File: src/rtl/prog_encoder.sv
// Instruction encoder/loader: packs one-hot class requests plus a 6-bit field into
// 8-bit opcodes and streams them into program memory at consecutive addresses.
module prog_encoder #(
   parameter int unsigned ADDR_W = 8,
   parameter int unsigned DEPTH  = 256,
   parameter int unsigned UUID   = 0,
   parameter string       NAME   = ""
) (
   input  logic              clk,
   input  logic              rst,
   input  logic              START,
   input  logic              DONE_REQ,
   input  logic              IN_VALID,
   output logic              IN_READY,
   input  logic              IMMEDIATE,
   input  logic              CALCULATION,
   input  logic              COPY,
   input  logic              CONDITION,
   input  logic [5:0]        FIELD,
   output logic [ADDR_W-1:0] MEM_ADDR,
   output logic [7:0]        MEM_DATA,
   output logic              MEM_WE,
   input  logic              MEM_READY,
   output logic [ADDR_W:0]   COUNT,
   output logic              BUSY,
   output logic              FULL,
   output logic              ERR
);

   localparam int unsigned     CW      = ADDR_W + 2;
   localparam logic [CW-1:0]   DEPTH_C = CW'(DEPTH);

   typedef enum logic [1:0] {
      ST_IDLE,
      ST_LOAD,
      ST_DONE
   } state_e;

   // Identification only; the labels never affect the datapath.
   if ((UUID == 32'hFFFF_FFFF) && (NAME == "?")) begin : g_instance_tag
   end

   state_e              state_q, state_d;
   logic [ADDR_W-1:0]   addr_q,  addr_d;
   logic [7:0]          data_q,  data_d;
   logic [ADDR_W:0]     count_q, count_d;
   logic                we_q,    we_d;
   logic                err_q,   err_d;
   logic                full_q,  full_d;
   logic                drain_q, drain_d;

   logic [3:0]          sel;
   logic                sel_ok;
   logic [7:0]          opcode;
   logic                wr_done;
   logic                in_ready;
   logic                accept;

   assign sel    = {CONDITION, COPY, CALCULATION, IMMEDIATE};
   assign sel_ok = $onehot(sel);

   always_comb begin
      case (sel)
         4'b0010: opcode = {2'b01, 3'b000, FIELD[2:0]};
         4'b0100: opcode = {2'b10, FIELD};
         4'b1000: opcode = {2'b11, 3'b000, FIELD[2:0]};
         default: opcode = {2'b00, FIELD};
      endcase
   end

   assign wr_done = we_q & MEM_READY;

   // Room is counted including the write still in flight, so COUNT never overshoots DEPTH.
   assign in_ready = (state_q == ST_LOAD) & (~we_q | MEM_READY) &
                     (({1'b0, count_q} + CW'(we_q)) < DEPTH_C) & ~drain_q;
   assign accept   = IN_VALID & in_ready;

   always_comb begin
      // NOTE: every next-state signal gets a default first so no path can infer a latch.
      state_d = state_q;
      addr_d  = addr_q;
      data_d  = data_q;
      count_d = count_q;
      we_d    = we_q;
      full_d  = full_q;
      drain_d = drain_q;
      err_d   = 1'b0;

      case (state_q)
         ST_IDLE, ST_DONE: begin
            if (START) begin
               state_d = ST_LOAD;
               addr_d  = '0;
               count_d = '0;
               full_d  = 1'b0;
               drain_d = 1'b0;
               we_d    = 1'b0;
            end
         end

         ST_LOAD: begin
            if (wr_done) begin
               addr_d  = addr_q + ADDR_W'(1);
               count_d = count_q + (ADDR_W + 1)'(1);
               we_d    = 1'b0;
            end
            if (accept) begin
               if (sel_ok) begin
                  we_d   = 1'b1;
                  data_d = opcode;
               end else begin
                  err_d  = 1'b1;
               end
            end
            if (DONE_REQ) drain_d = 1'b1;

            // A drain request waits for any write accepted on the same edge.
            if ({1'b0, count_d} == DEPTH_C) begin
               state_d = ST_DONE;
               full_d  = 1'b1;
            end else if (drain_d && !we_d) begin
               state_d = ST_DONE;
            end
         end

         default: state_d = ST_IDLE;
      endcase
   end

   always_ff @(posedge clk or negedge rst) begin
      if (!rst) begin
         state_q <= ST_IDLE;
         addr_q  <= '0;
         data_q  <= '0;
         count_q <= '0;
         we_q    <= 1'b0;
         err_q   <= 1'b0;
         full_q  <= 1'b0;
         drain_q <= 1'b0;
      end else begin
         // NOTE: non-blocking updates keep every flop sampling pre-edge values.
         state_q <= state_d;
         addr_q  <= addr_d;
         data_q  <= data_d;
         count_q <= count_d;
         we_q    <= we_d;
         err_q   <= err_d;
         full_q  <= full_d;
         drain_q <= drain_d;
      end
   end

   assign IN_READY = in_ready;
   assign MEM_ADDR = addr_q;
   assign MEM_DATA = data_q;
   assign MEM_WE   = we_q;
   assign COUNT    = count_q;
   assign BUSY     = (state_q == ST_LOAD);
   assign FULL     = full_q;
   assign ERR      = err_q;

endmodule

File: config.mk
export PLATFORM = sky130hd
export DESIGN_NAME = prog_encoder
export DESIGN_NICKNAME = d
export VERILOG_FILES = /design/src/rtl/prog_encoder.sv
export SDC_FILE = /design/constraint.sdc
export NUM_CORES = 1
export LEC_CHECK = 0
export BUFFER_PORTS_ARGS = -buffer_cell sky130_fd_sc_hd__buf_2
export CAP_MARGIN = 20
export CORE_MARGIN = 2
export CORE_UTILIZATION = 47
export CTS_CLUSTER_DIAMETER = 60
export DETAILED_ROUTE_END_ITERATION = 6
export GPL_TIMING_DRIVEN = 0
export PLACE_DENSITY_LB_ADDON = 0.2
export REMOVE_ABC_BUFFERS = 1
export SLEW_MARGIN = 20
export SYNTH_ARGS = -nofsm -noshare
export SYNTH_HDL_FRONTEND = slang
export SYNTH_SLANG_ARGS = --single-unit
File: constraint.sdc
create_clock -name clk -period 1.94 [get_ports clk]
set_clock_uncertainty 0.1 [all_clocks]
set_input_delay 0.291 -clock clk [delete_from_list [all_inputs] [get_ports clk]]
set_output_delay 0.291 -clock clk [all_outputs]
set_load 0.02 [all_outputs]
* Yosys cells after proc, flatten, opt, wreduce, memory -nomap -nowiden
Cells that the tools add are included.
** Word-level totals
- Bits in registers :: 31
- Latch bits :: 0
- RAM bits :: 0
- ROM bits :: 0
- Input bits :: 16
- Logic and storage cells :: 70
- Memories :: 0
** Operators by class
- Add/sub/neg operators :: 6
- $mul :: 0
- Divide/modulo/power cells :: 0
- Order comparisons :: 1
- Equal/unequal tests :: 11
- Shift operators :: 0
- Mux-type cells :: 26
- Bitwise gates (word level) :: 8
- Reductions and logical operators :: 10
** Operators with widths (count)
- 2-to-1 mux 9 bit :: 3
- case mux 8 bit (3 select lines) :: 1
- case mux 9 bit (2 select lines) :: 1
- 2-to-1 mux 8 bit :: 2
- case mux 8 bit (2 select lines) :: 1
- 2-to-1 mux 1 bit :: 11
- adder 9 x 1 -> 10 bit :: 1
- < comparator 10 x 9 -> 1 bit (second input constant) :: 1
- adder 9 x 1 -> 9 bit (second input constant) :: 1
- == test 9 bit (second input constant) :: 1
- AND reduction 3 bit :: 3
- adder 8 x 1 -> 8 bit (second input constant) :: 1
- 2-to-1 mux 2 bit :: 3
- case mux 1 bit (2 select lines) :: 3
- AND 1 bit :: 5
- adder 1 x 1 -> 2 bit :: 2
- == test 4 x 2 -> 1 bit (second input constant) :: 1
- == test 4 x 3 -> 1 bit (second input constant) :: 1
- == test 4 bit (second input constant) :: 1
- != test 2 x 1 -> 1 bit (second input constant) :: 2
- case mux 2 bit (2 select lines) :: 1
- AND reduction 2 bit :: 2
- adder 2 x 2 -> 3 bit :: 1
- == test 3 x 1 -> 1 bit (second input constant) :: 1
- other kinds (11) :: 12

* Logic depth before layout (Yosys ltp)
Gate-level depths: netlist (run 1).
- Word-level depth :: 13
- Gate-level depth with buffers :: 11
- Depth with buffers taken out :: 10

* Worst setup path after synthesis (run 1)
Ideal clock, no wire load.
- Path type :: input to register
- From :: input port IMMEDIATE
- To :: register data_q[0] (netlist: MEM_DATA[0])
- Library setup time :: 0.125 ns
- Arrival time :: 2.239 ns
- Required time :: 1.715 ns
- Setup slack :: -0.523 ns
- Cell stages on the path :: 9
- Path buffers :: 0
- Cells stage by stage :: inv_1 fa_1 inv_1 ha_1 ha_1 nor3b_1 nand2_1 nor3_4 mux2_2
** On the way
- Cells in the longest elaborated chain, start to end :: 4
** Ends and longest elaborated chain
- start: declaration :: line 15 : input logic IMMEDIATE,
- adder 1 x 1 -> 2 bit (not written as such) :: line 60 : assign sel_ok = $onehot(sel);
- adder 2 x 2 -> 3 bit (not written as such) :: line 60
- == test 3 x 1 -> 1 bit :: line 60
- AND reduction 3 bit (no source line)
- end signal: assignment :: line 144 : data_q <= data_d;
- end: declaration :: line 45 : logic [7:0] data_q, data_d;
Every way passes these cells.
A chain may end at the register's enable or synchronous reset.

* Worst setup path in the final report (run 1)
- From :: input port CONDITION
- To :: register state_q[0]
** On the way
- Cells in the longest elaborated chain, start to end :: 10
** Ends and longest elaborated chain
- start: declaration :: line 18 : input logic CONDITION,
- adder 1 x 1 -> 2 bit (not written as such) :: line 60
- adder 2 x 2 -> 3 bit (not written as such) :: line 60
- == test 3 x 1 -> 1 bit :: line 60
- 2-to-1 mux 1 bit :: line 108 : if (sel_ok) begin
- 2-to-1 mux 1 bit :: line 107 : if (accept) begin
- 2-to-1 mux 1 bit :: line 89 : case (state_q)
- logical NOT 1 bit :: line 121 : end else if (drain_d && !we_d) begin
- logical AND 1 bit :: line 121
- != test 3 x 1 -> 1 bit (no source line)
- AND reduction 2 bit (no source line)
- end signal: assignment :: line 142 : state_q <= state_d;
- end: declaration :: line 43 : state_e state_q, state_d;
Every way passes these cells. The select of a mux whose other input is x is not followed.

==> results of run 1 <==
-- worst max-delay path, cell delays in order --
cell,delay (ps)
buf_8,80
inv_4,30
fa_1,520
inv_1,50
ha_2,180
ha_4,270
nor3b_4,40
nand2_2,90
nor3_4,40
buf_12,150
or3_4,330
a31o_1,220
-- metrics by stage --
step / instance area [µm²] / instances / setup slack [ps] / TNS (ps)
6_report: 2390 / 299 / -265 / -2060
5_1_grt: 2390 / 299 / -324 / -3060
4_1_cts: 2310 / 294 / -311 / -2620
3_5_place_dp: 1960 / 274 / -973 / -10060
3_3_place_gp: 1960 / 274 / -951 / -9690
2_1_floorplan: 1680 / 181 / -676 / -5800
-- synthesized netlist by cell type, types with 4 or more instances --
cell	count
inv_1	13
mux2_2	4
buf_2	4
o31ai_1	4
xor2_1	9
o21ai_0	19
dfrtp_1	31
nor2_1	23
nand4_1	5
nand2_1	20
ha_1	6
nand3_1	12
-- final timing paths --
check / slack (ps) / cells past startpoint / from / end
min reg2reg: 410 / 1 / MEM_DATA[2] / MEM_DATA[2]
max reg2reg: -110 / 6 / COUNT[6] / state_q[0]
min: 130 / 3 / FIELD[4] / MEM_DATA[4]
max: -260 / 12 / CONDITION / state_q[0]
min in group asynchronous: 480 / 2 / rst / COUNT[8]
max in group asynchronous: 770 / 2 / rst / COUNT[1]
-- where the power goes --
group	switching (mW)	internal [mW]	leakage, nW
clock	0.247	0.415	0.0612
sequential	0.0891	0.772	0.409
combinational	0.518	0.421	0.743
total	0.853	1.61	1.21
-- layout by cell type, fill, tap and decap left out, types with 2 or more instances in the layout --
cell type / n
buf_2: 42
dfrtp_1: 28
nor2_1: 20
nand2_1: 19
o21ai_0: 14
buf_4: 13
inv_1: 9
xor2_1: 9
nand3_1: 7
clkbuf_8: 6
nand4_1: 5
nand3_2: 5
o31ai_1: 4
ha_1: 4
buf_6: 4
dfrtp_2: 3
nor3_4: 3
and3_1: 3
a21oi_1: 3
mux2i_1: 3
o21ai_1: 3
mux2_4: 3
inv_2: 2
nand2b_1: 2
nor2_2: 2
o21ai_2: 2
a31oi_1: 2
-- registers in the layout, summed over array words and instances (netlist names) --
signal    cells
MEM_WE        1
state_q       2
FULL          1
drain_q       1
ERR           1
MEM_ADDR      8
MEM_DATA      8
COUNT         9
-- cell families after synthesis --
| family | Yosys count |
|---|---|
| XOR/XNOR | 10 |
| flip-flops | 31 |
| multiplexers | 7 |
| adder cells (fa/ha/maj) | 7 |
| buffers and inverters | 22 |
| AO/OA/AOI/OAI | 33 |
| AND/OR/NAND/NOR | 80 |
-- metal layers --
metal | up-vias | GRT usage [%]
li1 | 767 | -
met1 | 761 | 27.6
met2 | 56 | 33.6
met3 | 6 | 6.08
met4 | 0 | 7.45
met5 | - | 0
-- repair_timing --
item,in CTS,in global routing
resized for setup,38,12
hold buffers,1,0
hold endpoints to repair,31,0
setup endpoints to repair,19,25
pin swaps,12,6
setup buffers,12,7
-- final cells by class --
| type | instances | area [µm²] | share of cell area, % |
|---|---|---|---|
| clock buffer | 6 | 82.6 | 3.45 |
| clock inverter | 2 | 35.0 | 1.47 |
| inverter | 13 | 55.1 | 2.30 |
| multi-input combinational | 137 | 981 | 41.0 |
| sequential | 31 | 779 | 32.6 |
| tap | 48 | 60.1 | 2.51 |
| timing repair buffer | 62 | 398 | 16.6 |
==> impl_metrics.ini, run 1 <==
[outcome]
status = finished with violations
violations = setup timing

[die]
die-area_um2 = 4170
fp-row-count = 22
die_h_um = 64.6
initial_core_util_pct = 47.9
coreArea_um2 = 3610
io_pins = 46
die_w_um = 64.6

[grt]
grt_pass1_wl_um = 6800
antenna_found_initial = 0
grt_use_total_pct = 21.1
grt.overflow.total = 0
grt_pass1_vias = 1480
grt_max_degree = 32

[routing]
wl_per_cell_um = 13.7
top_layer = met4
wl_met3_um = 242
met2_length_um = 1970
drtPass1Iterations = 4
ant_nets = 0
met1_length_um = 1820
dr_total_vias = 1590
wl_um = 4090
drc = 0
viasPerCell = 5.32
first_iter_violations = 72

[clocking]
cts_buffers = 5
htreeDepth = 2
clk_pin_slew_ps = 70
max-clock-path-buffers = 2
cts.sink_count = 31
tritoncts = built
clkLatencyLatePin_ps = 290
cts_root_buf = clkbuf_8

[yosys]
synth-edff-count = 0
synth_top_family_by_area = simple AND/OR/NAND/NOR gates
synth_cells = 190
ys_seq_elements = 31
synth-simple-area-share_pct = 23.3
synth-compound-area-share_pct = 11.3
synth_mux_area_share_pct = 4.35
yosys_warnings = 0
async_reset_ff_share_pct = 100
synthTopCellsByArea = dfrtp_1 45%, o21ai_0 5.5%, nor2_1 5.0%, xor2_1 4.6%, ha_1 4.3%
synth_xor_area_share_pct = 5.07
yosysTopAreaCell = dfrtp_1
postSynthAreaPerCell_um2 = 9.09
synth_fa_ha_area_share_pct = 5.51
ys.flop_type = dfrtp_1
syn-cell-area_um2 = 1730
ys_types = 39
yosysSeqAreaShare_pct = 44.9
yosys.area.top_type_share_pct = 44.9

[timing]
fin_crit_ps = 2200
finalHoldViolCount = 0
worst_pin_slew_ps = 695
setup_ws_ps = -265
setup-violations-final = 12
period_share_pct = 114
fmax_ghz = 0.454
drv_slew = 0
rsz0062_at_grt = true
fin_hold_ws_ps = 131
slew_headroom_pct = 53.6

[setup_path]
critPathRequiredTime_ps = 2020
start_kind = primary input
path_class = primary input to flop
end_kind = flop
cp_max_fo = 7
arrival_ps = 2280

[pwr]
finalPower_mw = 2.46
p_leak_nw = 1.21
p_per_area_nw_per_um2 = 1030
irDropWorstVdd_uv = 518

[layout]
antennaDiodeCount = 0
fin_util_pct = 66.3
area.growth.synth_to_final_pct = 38.5
drive_above_1_share_pct = 41.0
fillers = 329
fin_nets = 273

[worst_hold_path]
hold_path_class = primary input to flop

[placed_design]
place_congestion = 0.817
io_buffers = 45
dp_hpwl_um = 2580

[flow_run]
max_cap_violations = 0
(Power assumes the default switching activity.)
==> run 2: changes to the inputs <==
TNS_END_PERCENT = 30   (was unset)
==> run 2 against run 1 <==
The flow still finishes with violations (setup timing); fmax shrank 0.72%; sequential power grew 0.7%; die area is the same; via count shrank 4.6%; sequential share of layout area grew 2.0 points; sequential cell count is the same; global-route usage shrank 0.81 points; setup slack lost 16 ps; worst hold slack gained 1.7 ps; first-iteration DRC count grew 50%; critical path type unchanged.
==> impl_metrics.ini, run 2 (synthesis results as in run 1) <==
[outcome]
status = finished with violations
violations = setup timing

[routing]
ant_nets = 0
drc = 0
dr_total_vias = 1517
wl_um = 3890
viasPerCell = 5.29
first_iter_violations = 108
drtPass1Iterations = 4
wl_per_cell_um = 13.5

[setup_path]
crit_buf_inv = 4
path_class = primary input to flop
arrival_ps = 2290
critPathRequiredTime_ps = 2010
cp_max_fo = 7
crit_chain = buf_8 -> inv_4 -> fa_1 -> inv_1 -> ha_2 -> ha_4 -> nor3b_4 -> nand2_2 -> nor3_4 -> buf_6 -> or3_4 -> a31o_1
start_kind = primary input
end_kind = flop
critPathTopFamily = adder cells
cpMaxStageDelayCell = fa_1
setup.worst_path.start = CONDITION
r2r_start = state_q[1]
crit_path_max_incr_delay_ps = 520

[grt]
grt.overflow.total = 0
grt_pass1_wl_um = 6540
antenna_found_initial = 0
grt_max_degree = 32
grt_pass1_vias = 1397
grt_use_total_pct = 20.3

[die]
die_w_um = 64.6
io_pins = 46
initial_core_util_pct = 47.9
die_h_um = 64.6
coreArea_um2 = 3610
die-area_um2 = 4170
fp-row-count = 22

[pwr]
switching_share_pct = 34.8
p_leak_nw = 1.12
irDropWorstVdd_uv = 538
finalPower_mw = 2.31
switchingPower_mw = 0.803
p_per_area_nw_per_um2 = 1030
p_int_mw = 1.51
clkPwrFrac_pct = 28.4
combPwrFrac_pct = 34.1
seqPwrFrac_pct = 37.5

[clocking]
cts.sink_count = 31
max-clock-path-buffers = 2
htreeDepth = 2
tritoncts = built
cts_root_buf = clkbuf_8
clk_pin_slew_ps = 70
cts_buffers = 5
clkLatencyLatePin_ps = 280

[placed_design]
place_congestion = 0.817
dp_hpwl_um = 2580
io_buffers = 45

[layout]
layout_commonest_cell = buf_2
antennaDiodeCount = 0
area.growth.synth_to_final_pct = 30.1
final_cell_mix = 42 x buf_2, 29 x dfrtp_1, 21 x nor2_1
fin_nets = 261
drive_above_1_share_pct = 36.0
largest_reg_flops = 9

[worst_hold_path]
hold_path_class = primary input to flop
min-delay-start = FIELD[4]

[timing]
setup_tns_ps = -2480
finalHoldViolCount = 0
period_share_pct = 114
setup-violations-final = 12
fmax_ghz = 0.450
drv_slew = 0
fin_crit_ps = 2220
setup_ws_ps = -281
rsz0062_at_grt = true
worst_pin_slew_ps = 700
slew_headroom_pct = 53.3

[flow_run]
max_cap_violations = 0
[run 2: power groups by stage]
| stage | registers [mW] | clock network, mW | logic (mW) |
|---|---|---|---|
| finish | 0.867 | 0.656 | 0.787 |
| CTS | 0.862 | 0.667 | 0.739 |
| global placement | 0.864 | 0 | 0.675 |
| floorplan | 0.977 | 0 | 0.335 |
| detailed placement | 0.866 | 0 | 0.685 |
| global route | 0.882 | 0.703 | 0.866 |
[run 2: layer usage]
metal  vias to the layer above  track usage [%]  share of wire [%]
li1                        743                -                  -
met1                       736             27.4                 47
met2                        33             31.8                 48
met3                         5             5.73                4.3
met4                         0             6.38               0.80
met5                         -                0                  0
[run 2: timing repair]
action,CTS,global route
setup endpoints to repair,19,25
gates resized for setup,18,19
pin swaps,7,6
setup buffers,5,0
endpoints found under the hold margin,31,0
hold buffers,1,0
[run 2: path summary, 6_finish.rpt]
kind,cells past startpoint,endpoint,slack [ps]
worst max-delay path,12,state_q[0],-280
max in group asynchronous,2,COUNT[1],760
worst min-delay path,3,MEM_DATA[4],130
min in group asynchronous,2,COUNT[8],490
worst max register to register,5,MEM_DATA[2],-110
worst min register to register,1,MEM_DATA[0],410
[run 2: worst register-to-register path, cell delays in order, from the launching register on]
cell      delay [ps]
dfrtp_1          410
nand2b_4         230
or4_4            540
nor3_4           190
buf_6            160
mux2_4           300
[run 2: layout make-up]
type	instances	area, µm²
Clock buffer	6	82.6
Clock inverter	2	35.0
Fill cell	344	1360
Inverter	13	55.1
Multi-Input combinational cell	137	945
Sequential cell	31	778
Tap cell	48	60.1
Timing Repair Buffer	50	292
[run 2: stage by stage]
stage          instances  hold slack (ps)  utilization (%)  worst slack [ps]  cell area [µm²]
6_report             287              133             62.3              -281             2250
5_1_grt              287              128             62.3              -356             2250
4_1_cts              287              122             60.7              -303             2190
3_5_place_dp         274              282             54.5              -973             1960
3_3_place_gp         274              281             54.5              -951             1960
2_1_floorplan        181             -105                -              -676             1680
